[config.mk]
export PLATFORM = sky130hd
export DESIGN_NAME = fetch_unit
export DESIGN_NICKNAME = d
export VERILOG_FILES = /design/src/rtl/fetch_unit.sv
export SDC_FILE = /design/constraint.sdc
export NUM_CORES = 1
export LEC_CHECK = 0
export BUFFER_PORTS_ARGS = -buffer_cell sky130_fd_sc_hd__buf_2
export CAP_MARGIN = 20
export CORE_MARGIN = 3
export CORE_UTILIZATION = 40
export CTS_CLUSTER_DIAMETER = 30
export CTS_CLUSTER_SIZE = 30
export DETAILED_ROUTE_END_ITERATION = 8
export GPL_TIMING_DRIVEN = 0
export PLACE_DENSITY = 0.68
export SYNTH_ARGS = -nofsm -noshare
export SYNTH_HDL_FRONTEND = slang
export SYNTH_SLANG_ARGS = --single-unit
[constraint.sdc]
create_clock -name clk -period 5.24 [get_ports clk]
set_input_delay 1.048 -clock clk [delete_from_list [all_inputs] [get_ports clk]]
set_output_delay 1.048 -clock clk [all_outputs]
set_load 0.1 [all_outputs]
[src/rtl/fetch_unit.sv]
// Instruction fetch stage: owns the PC and requests one word at a time
// from instruction memory over req/gnt/rvalid. Returned words are queued
// in a small FIFO and handed to decode as {pc, inst} under valid/ready.
// A redirect flushes the queue, and any response still in flight is dropped.
module fetch_unit #(
    parameter logic [31:0] RESET_PC = 32'h0000_0000,
    parameter int          DEPTH    = 2
) (
    input  logic        clk,
    input  logic        rst_n,
    output logic        imem_req,
    output logic [31:0] imem_addr,
    input  logic        imem_gnt,
    input  logic        imem_rvalid,
    input  logic [31:0] imem_rdata,
    input  logic        redirect,
    input  logic [31:0] redirect_pc,
    output logic        id_valid,
    input  logic        id_ready,
    output logic [31:0] id_inst,
    output logic [31:0] id_pc
);

    localparam int          PTR_W = (DEPTH > 1) ? $clog2(DEPTH) : 1;
    localparam int          CNT_W = PTR_W + 1;
    localparam logic [31:0] NOP   = 32'h0000_0013;

    typedef enum logic [1:0] {
        ST_REQ  = 2'd0,
        ST_WAIT = 2'd1,
        ST_DROP = 2'd2
    } state_t;

    state_t             state_r, state_s;
    logic [31:0]        pc_r, pc_s;
    logic [31:0]        tag_r, tag_s;
    logic               req_r, req_s;
    logic [PTR_W-1:0]   wr_ptr_r, wr_ptr_s;
    logic [PTR_W-1:0]   rd_ptr_r, rd_ptr_s;
    logic [CNT_W-1:0]   count_r, count_s;
    logic [31:0]        inst_mem_r [DEPTH];
    logic [31:0]        pc_mem_r   [DEPTH];
    logic               valid_r, valid_s;
    logic [31:0]        head_inst_r, head_inst_s;
    logic [31:0]        head_pc_r, head_pc_s;
    logic               gnt_s;
    logic               push_s;
    logic               pop_s;
    logic               reserved_s;

    // A grant only counts while a request is actually being driven.
    assign gnt_s = req_r & imem_gnt;
    // Decode pops the head unless a redirect is flushing it this cycle.
    assign pop_s = valid_r & id_ready & ~redirect;

    // Next-state logic: fetch FSM, PC, FIFO pointers and the next head.
    always_comb begin
        state_s    = state_r;
        pc_s       = pc_r;
        tag_s      = tag_r;
        push_s     = 1'b0;
        reserved_s = 1'b0;
        case (state_r)
            ST_REQ: begin
                if (redirect) begin
                    pc_s    = redirect_pc & 32'hFFFF_FFFC;
                    // A simultaneous grant leaves a response in flight.
                    state_s = gnt_s ? ST_DROP : ST_REQ;
                end else if (gnt_s) begin
                    tag_s   = pc_r;
                    pc_s    = pc_r + 32'd4;
                    state_s = ST_WAIT;
                end else begin
                    state_s = ST_REQ;
                end
            end
            ST_WAIT: begin
                if (redirect) begin
                    pc_s    = redirect_pc & 32'hFFFF_FFFC;
                    state_s = imem_rvalid ? ST_REQ : ST_DROP;
                end else if (imem_rvalid) begin
                    push_s  = 1'b1;
                    state_s = ST_REQ;
                end else begin
                    state_s = ST_WAIT;
                end
            end
            ST_DROP: begin
                if (redirect) begin
                    pc_s = redirect_pc & 32'hFFFF_FFFC;
                end else begin
                    pc_s = pc_r;
                end
                state_s = imem_rvalid ? ST_REQ : ST_DROP;
            end
            default: begin
                state_s = ST_REQ;
            end
        endcase

        if (redirect) begin
            wr_ptr_s = {PTR_W{1'b0}};
            rd_ptr_s = {PTR_W{1'b0}};
            count_s  = {CNT_W{1'b0}};
        end else begin
            wr_ptr_s = wr_ptr_r + PTR_W'(push_s);
            rd_ptr_s = rd_ptr_r + PTR_W'(pop_s);
            count_s  = count_r + CNT_W'(push_s) - CNT_W'(pop_s);
        end

        // An outstanding request holds a slot so its push always fits.
        if (state_s == ST_WAIT) begin
            reserved_s = 1'b1;
        end else begin
            reserved_s = 1'b0;
        end
        req_s = (state_s == ST_REQ) &&
                ((count_s + CNT_W'(reserved_s)) < CNT_W'(DEPTH));

        // Next head: the word being pushed if it lands at the read slot.
        if (count_s == {CNT_W{1'b0}}) begin
            valid_s     = 1'b0;
            head_inst_s = NOP;
            head_pc_s   = 32'h0000_0000;
        end else if (push_s && (rd_ptr_s == wr_ptr_r)) begin
            valid_s     = 1'b1;
            head_inst_s = imem_rdata;
            head_pc_s   = tag_r;
        end else begin
            valid_s     = 1'b1;
            head_inst_s = inst_mem_r[rd_ptr_s];
            head_pc_s   = pc_mem_r[rd_ptr_s];
        end
    end

    // State, pointer and registered-output update.
    always_ff @(posedge clk or negedge rst_n) begin
        if (!rst_n) begin
            state_r     <= ST_REQ;
            pc_r        <= RESET_PC;
            tag_r       <= 32'h0000_0000;
            req_r       <= 1'b0;
            wr_ptr_r    <= {PTR_W{1'b0}};
            rd_ptr_r    <= {PTR_W{1'b0}};
            count_r     <= {CNT_W{1'b0}};
            valid_r     <= 1'b0;
            head_inst_r <= NOP;
            head_pc_r   <= 32'h0000_0000;
        end else begin
            state_r     <= state_s;
            pc_r        <= pc_s;
            tag_r       <= tag_s;
            req_r       <= req_s;
            wr_ptr_r    <= wr_ptr_s;
            rd_ptr_r    <= rd_ptr_s;
            count_r     <= count_s;
            valid_r     <= valid_s;
            head_inst_r <= head_inst_s;
            head_pc_r   <= head_pc_s;
        end
    end

    // FIFO storage; written at the write pointer on each accepted response.
    always_ff @(posedge clk or negedge rst_n) begin
        if (!rst_n) begin
            for (int i = 0; i < DEPTH; i++) begin
                inst_mem_r[i] <= NOP;
                pc_mem_r[i]   <= 32'h0000_0000;
            end
        end else if (push_s) begin
            inst_mem_r[wr_ptr_r] <= imem_rdata;
            pc_mem_r[wr_ptr_r]   <= tag_r;
        end
    end

    assign imem_req  = req_r;
    assign imem_addr = pc_r;
    assign id_valid  = valid_r;
    assign id_inst   = head_inst_r;
    assign id_pc     = head_pc_r;

endmodule

# == After elaboration in Yosys (flattened, before gate mapping) ==
# Index checks and enable logic that the tools add are counted.
# totals
reg_bits,264
output_inout_bits,98
inputBits,70
wordCells,79
# classes
muxes,33
bitwise,6
n_addsub,6
reduce_logical,10
eq_ne,6
n_lt_le_gt_ge,4
# op_table
op,n
two-way mux 32 bit,14
bitwise mux 64 bit,2
case mux 32 bit (2 select lines),1
adder 32 x 3 -> 32 bit (second input constant),1
demux 32 bit (select 1 bit),1
two-way mux 2 bit,5
two-way mux 1 bit,9
zero test 2 bit,3
case mux 2 bit (3 select lines),1
AND reduction 3 bit,2
adder 2 x 1 -> 2 bit,2
equality test 2 x 1 -> 1 bit (second input constant),2
>= comparator 2 bit (second input constant),2
inverter 1 -> 2 bit,2
bitwise AND 1 bit,3
logical AND 1 bit,3
inequality test 3 bit (second input constant),1
adder 1 bit,2
equality test 2 bit (second input constant),1
< comparator 2 x 1 -> 1 bit (second input constant),1
< comparator 2 bit (second input constant),1
inequality test 2 x 1 -> 1 bit (second input constant),1
nonzero test 2 bit,1
OR reduction 2 bit,1
other kinds (3),3

# == Longest topological paths before layout ==
# logic_depth
depth_word,10
mapped_depth,13
ltp_nobuf,11

# == Least setup slack after synthesis ==
# OpenSTA, ideal clock, no wires.
# synth_timing
kind,input port to flip-flop
start,in redirect
end,"reg head_inst_r[10], in the netlist id_inst[10]"
setup_ns,0.065
stages,12
required_time_ns,5.175
setup_slack_ns,2.248
t_arrival_ns,2.926
path_buffers,3
path_cell_list,buf_2 -> nor2_1 -> ha_1 -> inv_1 -> ha_1 -> xor2_1 -> xnor2_1 -> nor2_1 -> or2_2 -> clkbuf_1 -> clkbuf_1 -> o211a_1
# synth_via
word_cells_on_any_way,18
classes_between,add/sub (3); eq/ne (1); mux (9); bitwise (3); reduce/logical (2)
# synth_lines
element,line,rtl
from (decl),16,"input logic redirect,"
two-way mux 1 bit,78,if (redirect) begin
two-way mux 1 bit,63,case (state_r)
adder 2 x 1 -> 2 bit,108,count_s = count_r + CNT_W'(push_s) - CNT_W'(pop_s);
subtractor 2 x 1 -> 2 bit,108,
two-way mux 2 bit *,101,if (redirect) begin
via count_s[1],40,"logic [CNT_W-1:0] count_r, count_s;"
zero test 2 bit *,121,if (count_s == {CNT_W{1'b0}}) begin
two-way mux 32 bit *,121,
via head_inst_s[10],44,"logic [31:0] head_inst_r, head_inst_s;"
to (signal assigned),158,head_inst_r <= head_inst_s;
to (decl),44,
# The timed path passes the listed nets; every way through them passes the cells marked *. The select of a mux whose other input is x is not followed.
# A chain may end at the register's enable or synchronous reset.

# == Worst setup path after layout ==
# layout_timing
start,in redirect
end,"reg head_pc_r[18], in the netlist id_pc[18]"
# layout_via
word_cells_on_any_way,18
classes_between,add/sub (3); eq/ne (1); mux (9); bitwise (3); reduce/logical (2)
# layout_lines
element,line,rtl
two-way mux 1 bit,78,
two-way mux 1 bit,63,
adder 2 x 1 -> 2 bit,108,
subtractor 2 x 1 -> 2 bit,108,
two-way mux 2 bit *,101,
via count_s[1],40,
zero test 2 bit *,121,
two-way mux 32 bit *,121,
via head_pc_s[18],45,"logic [31:0] head_pc_r, head_pc_s;"
to (signal assigned),159,head_pc_r <= head_pc_s;
to (decl),45,
# Marks and branches as above.

==> flow_summary.yaml <==
synth:
  synthesis.area_mm2: 0.0112
  netlist_instances: 894
  synth_area_leaders: "dfrtp_1, mux2_2, mux2i_1, o211a_1, nand2_1"
  synth_top_cell_area_share_pct: 54.5
  synth_top_flop_cell: "dfrtp_1"
  syn_avg_cell_area_um2: 12.6
  yosysSeqAreaShare_pct: 56.6
  synth.largest_area_cell: "dfrtp_1"
  synth.distinct_cells: 57
  ys_ff_latch: 254
  synth_edf_count: 0
  synthArstFlopShare_pct: 100
  ys.warnings.count: 0
worst_setup_path:
  r2r_setup_slack_ps: 1760
  r2r_cells: 13
  end_kind: "register"
  path_class: "in2reg"
  crit_arrival_ps: 4020
  r2r-start: "state_r[1]"
  start_kind: "primary input"
  r2r-end: "id_pc[18]"
  critPathRequiredTime_ps: 5700
  worst-path-max-fanout: 10
detailed_routing:
  wl_met2_um: 12800
  met3_length_um: 1700
  antenna_left: 0
  wl_met1_um: 12500
  dr.pass1.iters: 7
  drt_iter0_drc: 466
  via_per_inst: 5.21
  drt_wl_total_um: 27500
  wire_per_inst_um: 17.9
  post-route-drc-count: 0
  highest_layer: "met4"
  vias: 7984
place:
  io_buffers: 161
  place_area_mm2: 0.0126
  dp_hpwl_um: 18700
  gp_congestion: 0.846
  place_inst: 1433
timing:
  tightest_slew_ps: 1120
  relSlewSlack_pct: 24.3
  rsz0062_at_grt: "false"
  finalMaxSlewViolations: 0
  tns_ps: 0
  fin_crit_sh_pct: 67.9
  period_needed_ps: 3560
  finClkSkew_ps: 29.7
  fmax_mhz: 281
  finalSetupViolations: 0
  finalHoldViolations: 0
global_routing:
  grt_pass1_wl_um: 44600
  grt.overflow.total: 0
  grt_use_total_pct: 18.1
  grt_max_degree: 114
  grt_antenna_before_repair: 0
  first_global_vias: 8372
layout:
  syn2layout_area_growth_pct: 29.2
  instances_no_fill: 1533
  fin_nets: 1197
  fillers: 2347
  diodes: 0
  most-common-layout-cells: "dfrtp_1, buf_2, mux2_2, nand2_1, mux2i_1"
  design_area_mm2: 0.0145
  final_common_cell: "dfrtp_1"
  drive_gt1_share_pct: 39.4
run:
  drv_cap: 0
floorplanning:
  pin_count: 168
  dieWidth_um: 174
  initial_utilization_pct: 41.1
  die_area_mm2: 0.0302
  core_mm2: 0.0273
  num_rows: 60
  die_height_um: 174
power_and_ir_drop:
  vdd_drop_max_uv: 461
  p_total_mw: 9.23
  powerDensity_mw_per_mm2: 635
  leakagePower_nw: 7.45
clock_tree:
  cts_tree: "built"
  holdBufCountCts: 0
  h-tree-depth: 2
  clk_pin_slew_ps: 50
  cts_setup_buffers: 0
  clock_path_buffers: 3
  cts.sinks: 254
  cts-root-buf: "clkbuf_16"
  cts_resized: 0
  clk-insertion-delay-late_ps: 550
  cts_made_buffers: 54
status:
  status: "complete, no violations"
hold_path:
  worstHoldPathType: "in2async"
[stage by stage]
stage / worst slack, ps / util [%] / hold WS (ps)
2_1_floorplan: 2250 / - / 480
3_3_place_gp: -1420 / 45.8 / 487
3_5_place_dp: 1120 / 46.1 / 494
4_1_cts: 1640 / 53.2 / 430
5_1_grt: 1450 / 53.2 / 442
6_report: 1680 / 53.2 / 424
[worst max path at each step]
stage	start	end	slack, ps	cells after the start
after floorplan	redirect	id_inst[10]	2250	12
after global placement	rst_n	imem_addr[9]	-1420	1
after detailed placement	redirect	id_pc[18]	1120	12
after CTS	redirect	id_pc[18]	1640	12
after global routing	redirect	id_pc[18]	1450	12
final	redirect	id_pc[18]	1680	12
[routing by layer]
metal	track usage, %	up-vias
met5	0	-
met4	5.53	0
met3	3.90	38
met2	29.0	302
met1	24.7	3956
li1	-	3688
[power breakdown]
part | leakage, nW | switching [mW] | internal, mW
clock | 0.938 | 1.06 | 2.46
combinational | 3.24 | 1.88 | 0.824
sequential | 3.27 | 0.493 | 2.51
total | 7.45 | 3.43 | 5.80
[logic make-up (layout without fill, tap and decap cells)]
group	Yosys count	count (layout)	synth area share (%)
other cells	1	4	0.0333
buf+inv	72	336	2.80
simple gates	195	195	8.27
fa+ha+maj	10	10	1.11
mux	219	219	21.2
xor+xnor	2	2	0.156
compound gates	141	141	9.78
flops	254	254	56.6
[flip-flops by register name, indices dropped and copies added (netlist names)]
register    flops
id_inst        32
tag_r          30
imem_addr      30
rd_ptr_r        1
state_r         2
wr_ptr_r        1
id_valid        1
count_r         2
id_pc          30
inst_mem_r     64
imem_req        1
pc_mem_r       60
[Yosys cell counts, drive strengths merged (13+ instances only)]
library cell and count:
dfrtp 245, mux2 155, nand2 94, mux2i 64, o211a 60, clkbuf 33
nor2 31, a21oi 29, buf 29, o21ai 18, nand3 15, nor3 13
[layout make-up]
cell class,instances,area (µm²),area share (%)
flip-flops and latches,254,6370,43.8
inverters,10,37.5,0.258
repair buffers,164,876,6.03
clock buffers,69,1470,10.1
plain buffers,62,278,1.91
well taps,372,465,3.20
multi-input cells,571,4570,31.5
clock inverters,31,460,3.17
[worst max-delay path, stage by stage]
cell and delay, ps:
buf_2 150, nand3b_1 300, ha_1 350, inv_1 40
ha_1 180, xor2_1 150, xnor2_1 120, nor2_1 260
or2_2 170, clkbuf_1 490, clkbuf_1 480, o211a_1 300
Power figures use the tool's default switching activity.
